<file path="config.mk">
export PLATFORM = sky130hd
export DESIGN_NAME = pipeline_hazard_ctrl
export DESIGN_NICKNAME = d
export VERILOG_FILES = /design/src/rtl/pipeline_hazard_ctrl_pkg.sv /design/src/rtl/pipeline_hazard_ctrl_watchdog.sv /design/src/rtl/pipeline_hazard_ctrl.sv
export SDC_FILE = /design/constraint.sdc
export NUM_CORES = 1
export LEC_CHECK = 0
export BUFFER_PORTS_ARGS = -buffer_cell sky130_fd_sc_hd__buf_2
export CORE_MARGIN = 2
export CORE_UTILIZATION = 36
export CTS_CLUSTER_DIAMETER = 150
export DETAILED_ROUTE_END_ITERATION = 10
export GPL_TIMING_DRIVEN = 1
export RECOVER_POWER = 100
export SETUP_SLACK_MARGIN = 0.4
export SYNTH_ARGS = -nofsm -noshare
export SYNTH_HDL_FRONTEND = slang
export SYNTH_SLANG_ARGS = --single-unit
</file>
<file path="constraint.sdc">
create_clock -name clk -period 5.25 [get_ports clk]
set_clock_uncertainty 0.2 [all_clocks]
set_input_delay 0.525 -clock clk [delete_from_list [all_inputs] [get_ports clk]]
set_output_delay 0.525 -clock clk [all_outputs]
set_load 0.03 [all_outputs]
</file>
<file path="src/rtl/pipeline_hazard_ctrl_pkg.sv">
// rtl/pipeline_hazard_ctrl_pkg.sv - shared state encoding and stage control bundle for the hazard sequencer
package RVS192_package;

  typedef enum logic [1:0] {
    HZ_RUN,
    HZ_MEM_WAIT,
    HZ_REDIR_PEND
  } hz_state_e;

  typedef struct packed {
    logic pc_en;
    logic if_id_en;
    logic id_ex_en;
    logic ex_mem_en;
    logic mem_wb_en;
    logic if_id_flush;
    logic id_ex_flush;
    logic ex_mem_flush;
  } pipe_ctrl_t;

  localparam pipe_ctrl_t CTRL_RUN    = 8'b11111_000;
  localparam pipe_ctrl_t CTRL_FREEZE = 8'b00000_000;

endpackage

</file>
<file path="src/rtl/pipeline_hazard_ctrl_watchdog.sv">
// rtl/pipeline_hazard_ctrl_watchdog.sv - saturating frozen-fetch counter with sticky timeout flag
module hazard_watchdog #(
  parameter int STALL_TIMEOUT = 1024,
  parameter int TO_W          = $clog2(STALL_TIMEOUT + 1)
) (
  input  logic clk,
  input  logic rst_n,
  input  logic pc_en_i,
  output logic stall_timeout_o
);

  localparam logic [TO_W-1:0] TO_MAX = TO_W'(STALL_TIMEOUT);

  logic [TO_W-1:0] count_q, count_d;
  logic            flag_q;

  always_comb begin
    count_d = count_q;
    if (pc_en_i) begin
      count_d = '0;
    end else if (count_q != TO_MAX) begin
      count_d = count_q + 1'b1;
    end
  end

  always_ff @(posedge clk or negedge rst_n) begin
    if (!rst_n) begin
      count_q <= '0;
      flag_q  <= 1'b0;
    end else begin
      count_q <= count_d;
      if (count_d == TO_MAX) begin
        flag_q <= 1'b1;
      end
    end
  end

  assign stall_timeout_o = flag_q;

endmodule

</file>
<file path="src/rtl/pipeline_hazard_ctrl.sv">
// rtl/pipeline_hazard_ctrl.sv - stall/flush sequencer for the 5-stage pipe
// Optional per-event performance counters are built when HAZARD_PERF_CNT_EN is defined.
module pipeline_hazard_ctrl
  import RVS192_package::*;
#(
  parameter int XLEN          = 32,
  parameter int STALL_TIMEOUT = 1024,
  parameter int TO_W          = $clog2(STALL_TIMEOUT + 1)
) (
  input  logic            clk,
  input  logic            rst_n,
  input  logic            fw_halt,
  input  logic            icache_stall,
  input  logic            dcache_stall,
  input  logic            redirect_valid,
  input  logic [XLEN-1:0] redirect_target,
  output logic            pc_en,
  output logic            if_id_en,
  output logic            id_ex_en,
  output logic            ex_mem_en,
  output logic            mem_wb_en,
  output logic            if_id_flush,
  output logic            id_ex_flush,
  output logic            ex_mem_flush,
  output logic            pc_redirect_valid,
  output logic [XLEN-1:0] pc_redirect_target,
  output logic            stall_timeout
`ifdef HAZARD_PERF_CNT_EN
  ,
  output logic [31:0]     perf_dstall,
  output logic [31:0]     perf_istall,
  output logic [31:0]     perf_fwhalt,
  output logic [31:0]     perf_redir
`endif
);

  hz_state_e       state_q, state_d;
  logic            pend_q, pend_d;
  logic [XLEN-1:0] tgt_q, tgt_d;
  pipe_ctrl_t      ctrl;
  logic            redir_apply, fw_apply, ic_apply;

  always_comb begin
    state_d     = HZ_RUN;
    pend_d      = pend_q;
    tgt_d       = tgt_q;
    ctrl        = CTRL_RUN;
    redir_apply = 1'b0;
    fw_apply    = 1'b0;
    ic_apply    = 1'b0;
    if (dcache_stall) begin
      ctrl    = CTRL_FREEZE;
      state_d = HZ_MEM_WAIT;
      if (redirect_valid) begin
        pend_d = 1'b1;
        tgt_d  = redirect_target;
      end
    end else begin
      // A redirect held across a D-miss is released on the first unfrozen cycle.
      if (state_q == HZ_MEM_WAIT && pend_q) begin
        state_d     = HZ_REDIR_PEND;
        redir_apply = 1'b1;
      end
      if (redirect_valid) begin
        redir_apply = 1'b1;
      end
      if (redir_apply) begin
        pend_d           = 1'b0;
        ctrl.if_id_flush = 1'b1;
        ctrl.id_ex_flush = 1'b1;
      end else if (fw_halt) begin
        fw_apply          = 1'b1;
        ctrl.pc_en        = 1'b0;
        ctrl.if_id_en     = 1'b0;
        ctrl.id_ex_en     = 1'b0;
        ctrl.ex_mem_flush = 1'b1;
      end else if (icache_stall) begin
        ic_apply         = 1'b1;
        ctrl.pc_en       = 1'b0;
        ctrl.if_id_en    = 1'b0;
        ctrl.id_ex_flush = 1'b1;
      end
    end
    // Outputs are forced quiet while reset is held.
    if (!rst_n) begin
      ctrl        = CTRL_FREEZE;
      redir_apply = 1'b0;
      fw_apply    = 1'b0;
      ic_apply    = 1'b0;
    end
  end

  always_ff @(posedge clk or negedge rst_n) begin
    if (!rst_n) begin
      state_q <= HZ_RUN;
      pend_q  <= 1'b0;
      tgt_q   <= '0;
    end else begin
      state_q <= state_d;
      pend_q  <= pend_d;
      tgt_q   <= tgt_d;
    end
  end

  assign pc_en              = ctrl.pc_en;
  assign if_id_en           = ctrl.if_id_en;
  assign id_ex_en           = ctrl.id_ex_en;
  assign ex_mem_en          = ctrl.ex_mem_en;
  assign mem_wb_en          = ctrl.mem_wb_en;
  assign if_id_flush        = ctrl.if_id_flush;
  assign id_ex_flush        = ctrl.id_ex_flush;
  assign ex_mem_flush       = ctrl.ex_mem_flush;
  assign pc_redirect_valid  = redir_apply;
  assign pc_redirect_target = !rst_n ? '0 : (redirect_valid ? redirect_target : tgt_q);

  hazard_watchdog #(
    .STALL_TIMEOUT (STALL_TIMEOUT),
    .TO_W          (TO_W)
  ) u_wd (
    .clk             (clk),
    .rst_n           (rst_n),
    .pc_en_i         (ctrl.pc_en),
    .stall_timeout_o (stall_timeout)
  );

`ifdef HAZARD_PERF_CNT_EN
  logic [31:0] dstall_q, istall_q, fwhalt_q, redir_q;

  always_ff @(posedge clk or negedge rst_n) begin
    if (!rst_n) begin
      dstall_q <= '0;
      istall_q <= '0;
      fwhalt_q <= '0;
      redir_q  <= '0;
    end else begin
      dstall_q <= dstall_q + {31'd0, dcache_stall};
      istall_q <= istall_q + {31'd0, ic_apply};
      fwhalt_q <= fwhalt_q + {31'd0, fw_apply};
      redir_q  <= redir_q + {31'd0, redir_apply};
    end
  end

  assign perf_dstall = dstall_q;
  assign perf_istall = istall_q;
  assign perf_fwhalt = fwhalt_q;
  assign perf_redir  = redir_q;
`endif

endmodule
</file>
==> metrics.csv, run 1 <==
stage,metric,value,unit
critical_path,worst_r2r_path_depth,7,
timing,final-max-slew-violation-count,72,
placed_design,post-dp-hpwl,3620,um
global_routing,groute.usage.overall,13.0,%
yosys,yosys.cell_types.count,41,
critical_path,critical_path_class,input port to output port,
finish,post_route_cells_drive_above_1_share,26.1,%
yosys,synth.top_cell.area_share,45.0,%
route,dr_total_vias,1911,
yosys,postSynth.asyncResetShare,100,%
yosys,synth.top_cells.by_area,"dfrtp_1 (45%), mux2_2 (14%), mux2i_1 (12%)",
finish,layout_common_cells,"clkbuf_1 (47), dfrtp_1 (47), buf_2 (35)",
timing,hold_violation_total_from_the_final_report,0,
global_routing,globalRouteOverflowTotal,0,
timing,timing.final.setup_violations,0,
pwr,sw_frac_of_total,30.1,%
yosys,synth-edff-count,0,
finish,number_of_nets_in_the_finished_design,346,
timing,min_period_over_period,67.6,%
global_routing,grt_first_pass_wirelength,8160,um
timing,max_freq,282,MHz
clock_tree,tritoncts.num_buffers,5,
pwr,finalPower,1.02,mW
floorplan,initial_cell_density_of_the_core,36.6,%
clock_tree,cts.htree.levels,2,
yosys,synth_flop_cell,dfrtp_1,
route,drtPass1Iterations,4,
route,ant_nets,0,
placed_design,dp.cells,398,
run,timing.max_cap.violations,2,
pwr,power_density,325,mW/mm2
yosys,post-synth-top-area-cell,dfrtp_1,
timing,tightestPinTransition,1.82,ns
floorplan,rows,31,
yosys,synthesis.instances,232,
critical_path,worstPathMaxFanout,41,
pwr,peakVddDrop,0.000149,V
route,drcViolationCount,0,
floorplan,core_area,0.00714,mm2
critical_path,r2r_start,u_wd.count_q[0]$_DFF_PN0_,
finish,final_cell_count_no_fill,406,
route,drt_wl_total,5170,um
route,routedWlPerCell,12.7,um
hold_path,hold_path_class,input port to asynchronous set/reset pin,
clock_tree,cts.repair_timing.setup_buffer_count,0,
global_routing,first_global_vias,1799,
yosys,synth-warning-count,0,
critical_path,crit_path_start_kind,input port,
finish,area_growth,20.4,%
status,outcome,finished with violations,
timing,fin_crit,3.55,ns
floorplan,boundaryPins,80,
critical_path,cp_data_arrival_time,2.83,ns
pwr,pwr-share-seq,44.4,%
critical_path,critical_path.startpoint,rst_n,
critical_path,crit_path_end_kind,output port,
global_routing,pin_count_of_the_biggest_net_entering_global_routing,42,
clock_tree,worst_skew_pair.late_latency,0.30,ns
yosys,post_synth_instance_area,0.00261,mm2
status,violations,"capacitance limit, slew limit",
clock_tree,clock_sinks,47,
timing,maxSlewHeadroom,-21.1,%
pwr,switching_power,0.308,mW
clock_tree,hold_buffers,0,
yosys,ys_seq_area_share,45.0,%
yosys,synth_seq_cells,47,
yosys,synth_nets,272,
critical_path,regToRegSetupSlack,3.15,ns
route,vias_per_cell,4.71,
pwr,power.share.combinational,25.3,%
pwr,p_leak,1.41,nW
floorplan,floorplan.die.height,89.2,um
finish,diodes_inserted,0,
critical_path,worst_r2r_endpoint,u_wd.stall_timeout_o$_DFFE_PN0N_,
yosys,syn_avg_cell_area,11.3,um2
timing,setup_repair_after_global_routing_missed_its_margin,false,
clock_tree,tritoncts_clock_tree,built,
global_routing,number_of_antenna_violations_at_the_first_check_in_global_routing,0,
pwr,internal-power,0.715,mW
floorplan,design.die.area,0.00795,mm2
critical_path,worst_ep_required_time,4.53,ns
placed_design,finalWeightedCongestion,0.814,
clock_tree,clock-root-buffer,clkbuf_8,
route,drt_first_iter_violations,92,
pwr,clock_power_share,30.3,%
floorplan,die_w,89.2,um
clock_tree,clk_pin_slew,0.09,ns
clock_tree,cts_repair_resize_count,0,
placed_design,io_buffer_count,79,
timing,setup_total_negative_slack,0,ns
clock_tree,cts_max_path_buffers,2,
-- worst max-delay path, cell delays in order --
cell and delay, ns:
clkbuf_1 0.10, buf_4 0.41, clkbuf_1 1.14, nor2b_1 0.28
clkbuf_1 0.33
-- cell families (layout without fill, tap and decap cells) --
family,Yosys count,after routing,share of synthesized area (%)
buffers and inverters,20,95,3.69
flip-flops,47,47,45.0
XOR/XNOR,9,9,3.02
AND/OR/NAND/NOR,78,78,17.7
multiplexers,64,64,26.1
AO/OA/AOI/OAI,12,12,3.54
adder cells (fa/ha/maj),2,2,0.958
-- flip-flops by register name (all words and copies together) (netlist names) --
name	flops
u_wd.count_q	11
state_q	2
pend_q	1
u_wd.stall_timeout_o	1
tgt_q	32
-- power groups by stage --
stage / Combinational, mW / Clock [mW] / Sequential, mW
after floorplan: 0.203 / 0 / 0.448
after global placement: 0.264 / 0 / 0.459
after detailed placement: 0.267 / 0 / 0.462
after CTS: 0.269 / 0.322 / 0.454
after global routing: 0.285 / 0.339 / 0.462
final: 0.258 / 0.310 / 0.454
-- worst max path at each step --
stage / depth (start not counted) / to / slack [ns]
6_report: 5 / pc_redirect_target[20] / 1.70
3_3_place_gp: 3 / if_id_en / 2.39
2_1_floorplan: 4 / id_ex_flush / 2.74
4_1_cts: 3 / if_id_en / 2.37
5_1_grt: 5 / pc_redirect_target[1] / 1.33
3_5_place_dp: 3 / if_id_en / 2.38
-- synth_stat cells (all sizes together) (2+ instances only) --
| cell type | instances |
|---|---|
| a21oi | 3 |
| and3 | 2 |
| buf | 12 |
| clkbuf | 3 |
| dfrtp | 47 |
| ha | 2 |
| inv | 5 |
| mux2 | 32 |
| mux2i | 32 |
| nand2 | 6 |
| nand2b | 2 |
| nand3 | 3 |
| nand4 | 3 |
| nor2 | 17 |
| nor2b | 33 |
| nor3 | 2 |
| nor4b | 2 |
| o31a | 2 |
| xnor2 | 4 |
| xor2 | 5 |
-- layer usage --
metal	vias to the layer above	share of wire, %	global-route usage, %	routed length [um]
met5	-	0	0	0
met4	0	0.99	4.07	51
met3	5	7.4	3.88	383
met2	52	45	21.1	2340
met1	915	46	16.9	2390
li1	939	-	-	-
-- final cells by class --
cell class | count | area [um2]
Fill cell | 729 | 3990
Clock inverter | 2 | 60.1
Inverter | 5 | 18.8
Timing Repair Buffer | 82 | 355
Sequential cell | 47 | 1180
Tap cell | 99 | 124
Multi-Input combinational cell | 165 | 1340
Clock buffer | 6 | 72.6
-- stage by stage --
stage                     util, %  hold slack, ns  instance area (um2)  setup WS (ns)
after CTS                    45.0          0.0934                 3210           2.37
after floorplan                 -          0.0294                 2610           2.74
after detailed placement     43.1           0.242                 3080           2.38
after global placement       43.1           0.252                 3080           2.39
final                        44.1          0.0994                 3140           1.70
after global routing         44.1           0.156                 3140           1.33
Note: power is estimated with default switching activity, not from simulation.
==> run 2, diff against run 1 <==
==> constraint.sdc (replaced) <==
create_clock -name clk -period 3.35 [get_ports clk]
set_clock_uncertainty 0.2 [all_clocks]
set_input_delay 0.335 -clock clk [delete_from_list [all_inputs] [get_ports clk]]
set_output_delay 0.335 -clock clk [all_outputs]
set_load 0.03 [all_outputs]
==> metrics.csv, run 2 (synthesized netlist as in run 1, its figures left out) <==
stage,metric,value,unit
pwr,peakVddDrop,0.000273,V
route,ant_nets,0,
clock_tree,cts_max_path_buffers,2,
floorplan,boundaryPins,80,
finish,registers.top_by_ff_count,tgt_q,
placed_design,post-dp-hpwl,3490,um
clock_tree,cts.repair_timing.setup_buffer_count,0,
hold_path,hold_path_class,input port to asynchronous set/reset pin,
finish,final_core_utilization,43.4,%
clock_tree,hold_buffers,0,
critical_path,crit_path_end_kind,flip-flop,
timing,maxSlewHeadroom,-18.5,%
clock_tree,tritoncts_clock_tree,built,
critical_path,cp_data_arrival_time,2.42,ns
global_routing,globalRouteOverflowTotal,0,
timing,tightestPinTransition,1.78,ns
route,drcViolationCount,0,
finish,number_of_nets_in_the_finished_design,346,
floorplan,floorplan.die.height,89.2,um
run,timing.max_cap.violations,1,
global_routing,groute.usage.overall,12.7,%
timing,setup_repair_after_global_routing_missed_its_margin,false,
route,drtPass1Iterations,4,
timing,timing.final.setup_violations,0,
pwr,sw_frac_of_total,30.9,%
clock_tree,cts.htree.levels,2,
timing,setup_total_negative_slack,0,ns
finish,area_growth,18.4,%
critical_path,critical_path_class,input port to flip-flop,
timing,max_freq,410,MHz
clock_tree,clock-root-buffer,clkbuf_8,
global_routing,grt_first_pass_wirelength,7820,um
route,drt_wl_total,5010,um
finish,diodes_inserted,0,
pwr,switching_power,0.463,mW
pwr,finalPower,1.50,mW
finish,max_ffs_per_register,32,
timing,fin_crit,2.44,ns
finish,post_route_cells_drive_above_1_share,24.8,%
timing,hold_violation_total_from_the_final_report,0,
global_routing,first_global_vias,1644,
finish,mostFrequentLayoutCell,dfrtp_1,
floorplan,core_area,0.00714,mm2
timing,final-max-slew-violation-count,33,
floorplan,die_w,89.2,um
critical_path,worst_ep_required_time,3.33,ns
status,outcome,finished with violations,
finish,reg.largest.list,"tgt_q x32, u_wd.count_q x11, state_q x2",
pwr,clock_power_share,26.2,%
pwr,internal-power,1.04,mW
timing,min_period_over_period,72.8,%
clock_tree,worst_skew_pair.late_latency,0.29,ns
placed_design,io_buffer_count,79,
finish,layout_common_cells,"dfrtp_1 (47), clkbuf_1 (46), buf_2 (35)",
clock_tree,clk_pin_slew,0.08,ns
pwr,pwr-share-seq,47.4,%
critical_path,worstPathMaxFanout,32,
floorplan,design.die.area,0.00795,mm2
clock_tree,cts_repair_resize_count,0,
pwr,p_leak,1.40,nW
placed_design,finalWeightedCongestion,0.815,
timing,setup_slack,0.910,ns
floorplan,initial_cell_density_of_the_core,36.6,%
clock_tree,clock_sinks,47,
route,dr_total_vias,1891,
route,routedWlPerCell,12.4,um
global_routing,number_of_antenna_violations_at_the_first_check_in_global_routing,0,
global_routing,pin_count_of_the_biggest_net_entering_global_routing,80,
route,vias_per_cell,4.67,
critical_path,crit_path_start_kind,input port,
floorplan,rows,31,
status,violations,"capacitance limit, slew limit",
placed_design,place_ws,1.17,ns
pwr,power_density,485,mW/mm2
route,drt_first_iter_violations,76,
clock_tree,tritoncts.num_buffers,5,
pwr,power.share.combinational,26.4,%
-- run 2: worst max-delay path, stage by stage --
cell,delay [ns]
clkbuf_1,0.22
nand2_1,0.11
clkbuf_1,1.27
mux2_2,0.44
-- run 2: power by group through the flow --
stage,combinational (mW),sequential (mW),clock [mW]
6_report,0.396,0.712,0.393
5_1_grt,0.440,0.722,0.443
3_5_place_dp,0.416,0.724,0
4_1_cts,0.418,0.713,0.411
3_3_place_gp,0.413,0.719,0
2_1_floorplan,0.317,0.703,0
-- run 2: worst paths after layout --
kind,startpoint,to,slack [ns],cells past startpoint
worst max-delay path,redirect_valid,tgt_q[3]$_DFFE_PN0P_,0.91,4
worst min-delay path,rst_n,tgt_q[26]$_DFFE_PN0P_,0.05,2
worst max register to register,u_wd.count_q[0]$_DFF_PN0_,u_wd.stall_timeout_o$_DFFE_PN0N_,1.06,6
worst min register to register,u_wd.stall_timeout_o$_DFFE_PN0N_,u_wd.stall_timeout_o$_DFFE_PN0N_,0.30,2
max in group asynchronous,rst_n,u_wd.count_q[6]$_DFF_PN0_,2.38,2
min in group clk,dcache_stall,state_q[0]$_DFF_PN0_,0.05,1
-- run 2: area by class of cell --
| cell class | count | area, um2 |
|---|---|---|
| clock inverter | 1 | 30.0 |
| clock buffer | 6 | 72.6 |
| timing repair buffer | 82 | 359 |
| multi-input combinational | 165 | 1310 |
| sequential | 47 | 1180 |
| inverter | 5 | 18.8 |
| tap | 99 | 124 |
| fill | 742 | 4040 |
-- run 2: metal layers --
| metal | vias to the layer above | wire, um | track usage, % |
|---|---|---|---|
| met1 | 894 | 2380 | 17.2 |
| met3 | 5 | 340 | 3.88 |
| met5 | - | 0 | 0 |
| met4 | 0 | 51 | 3.26 |
| met2 | 49 | 2230 | 19.9 |
| li1 | 943 | - | - |
-- run 2: stage by stage --
step / hold slack [ns] / std cells / cell area [um2]
after floorplan: -0.161 / 232 / 2610
after global placement: 0.249 / 398 / 3080
after detailed placement: 0.260 / 398 / 3080
after CTS: 0.0194 / 405 / 3180
after global routing: 0.0403 / 405 / 3090
final: 0.0465 / 405 / 3090
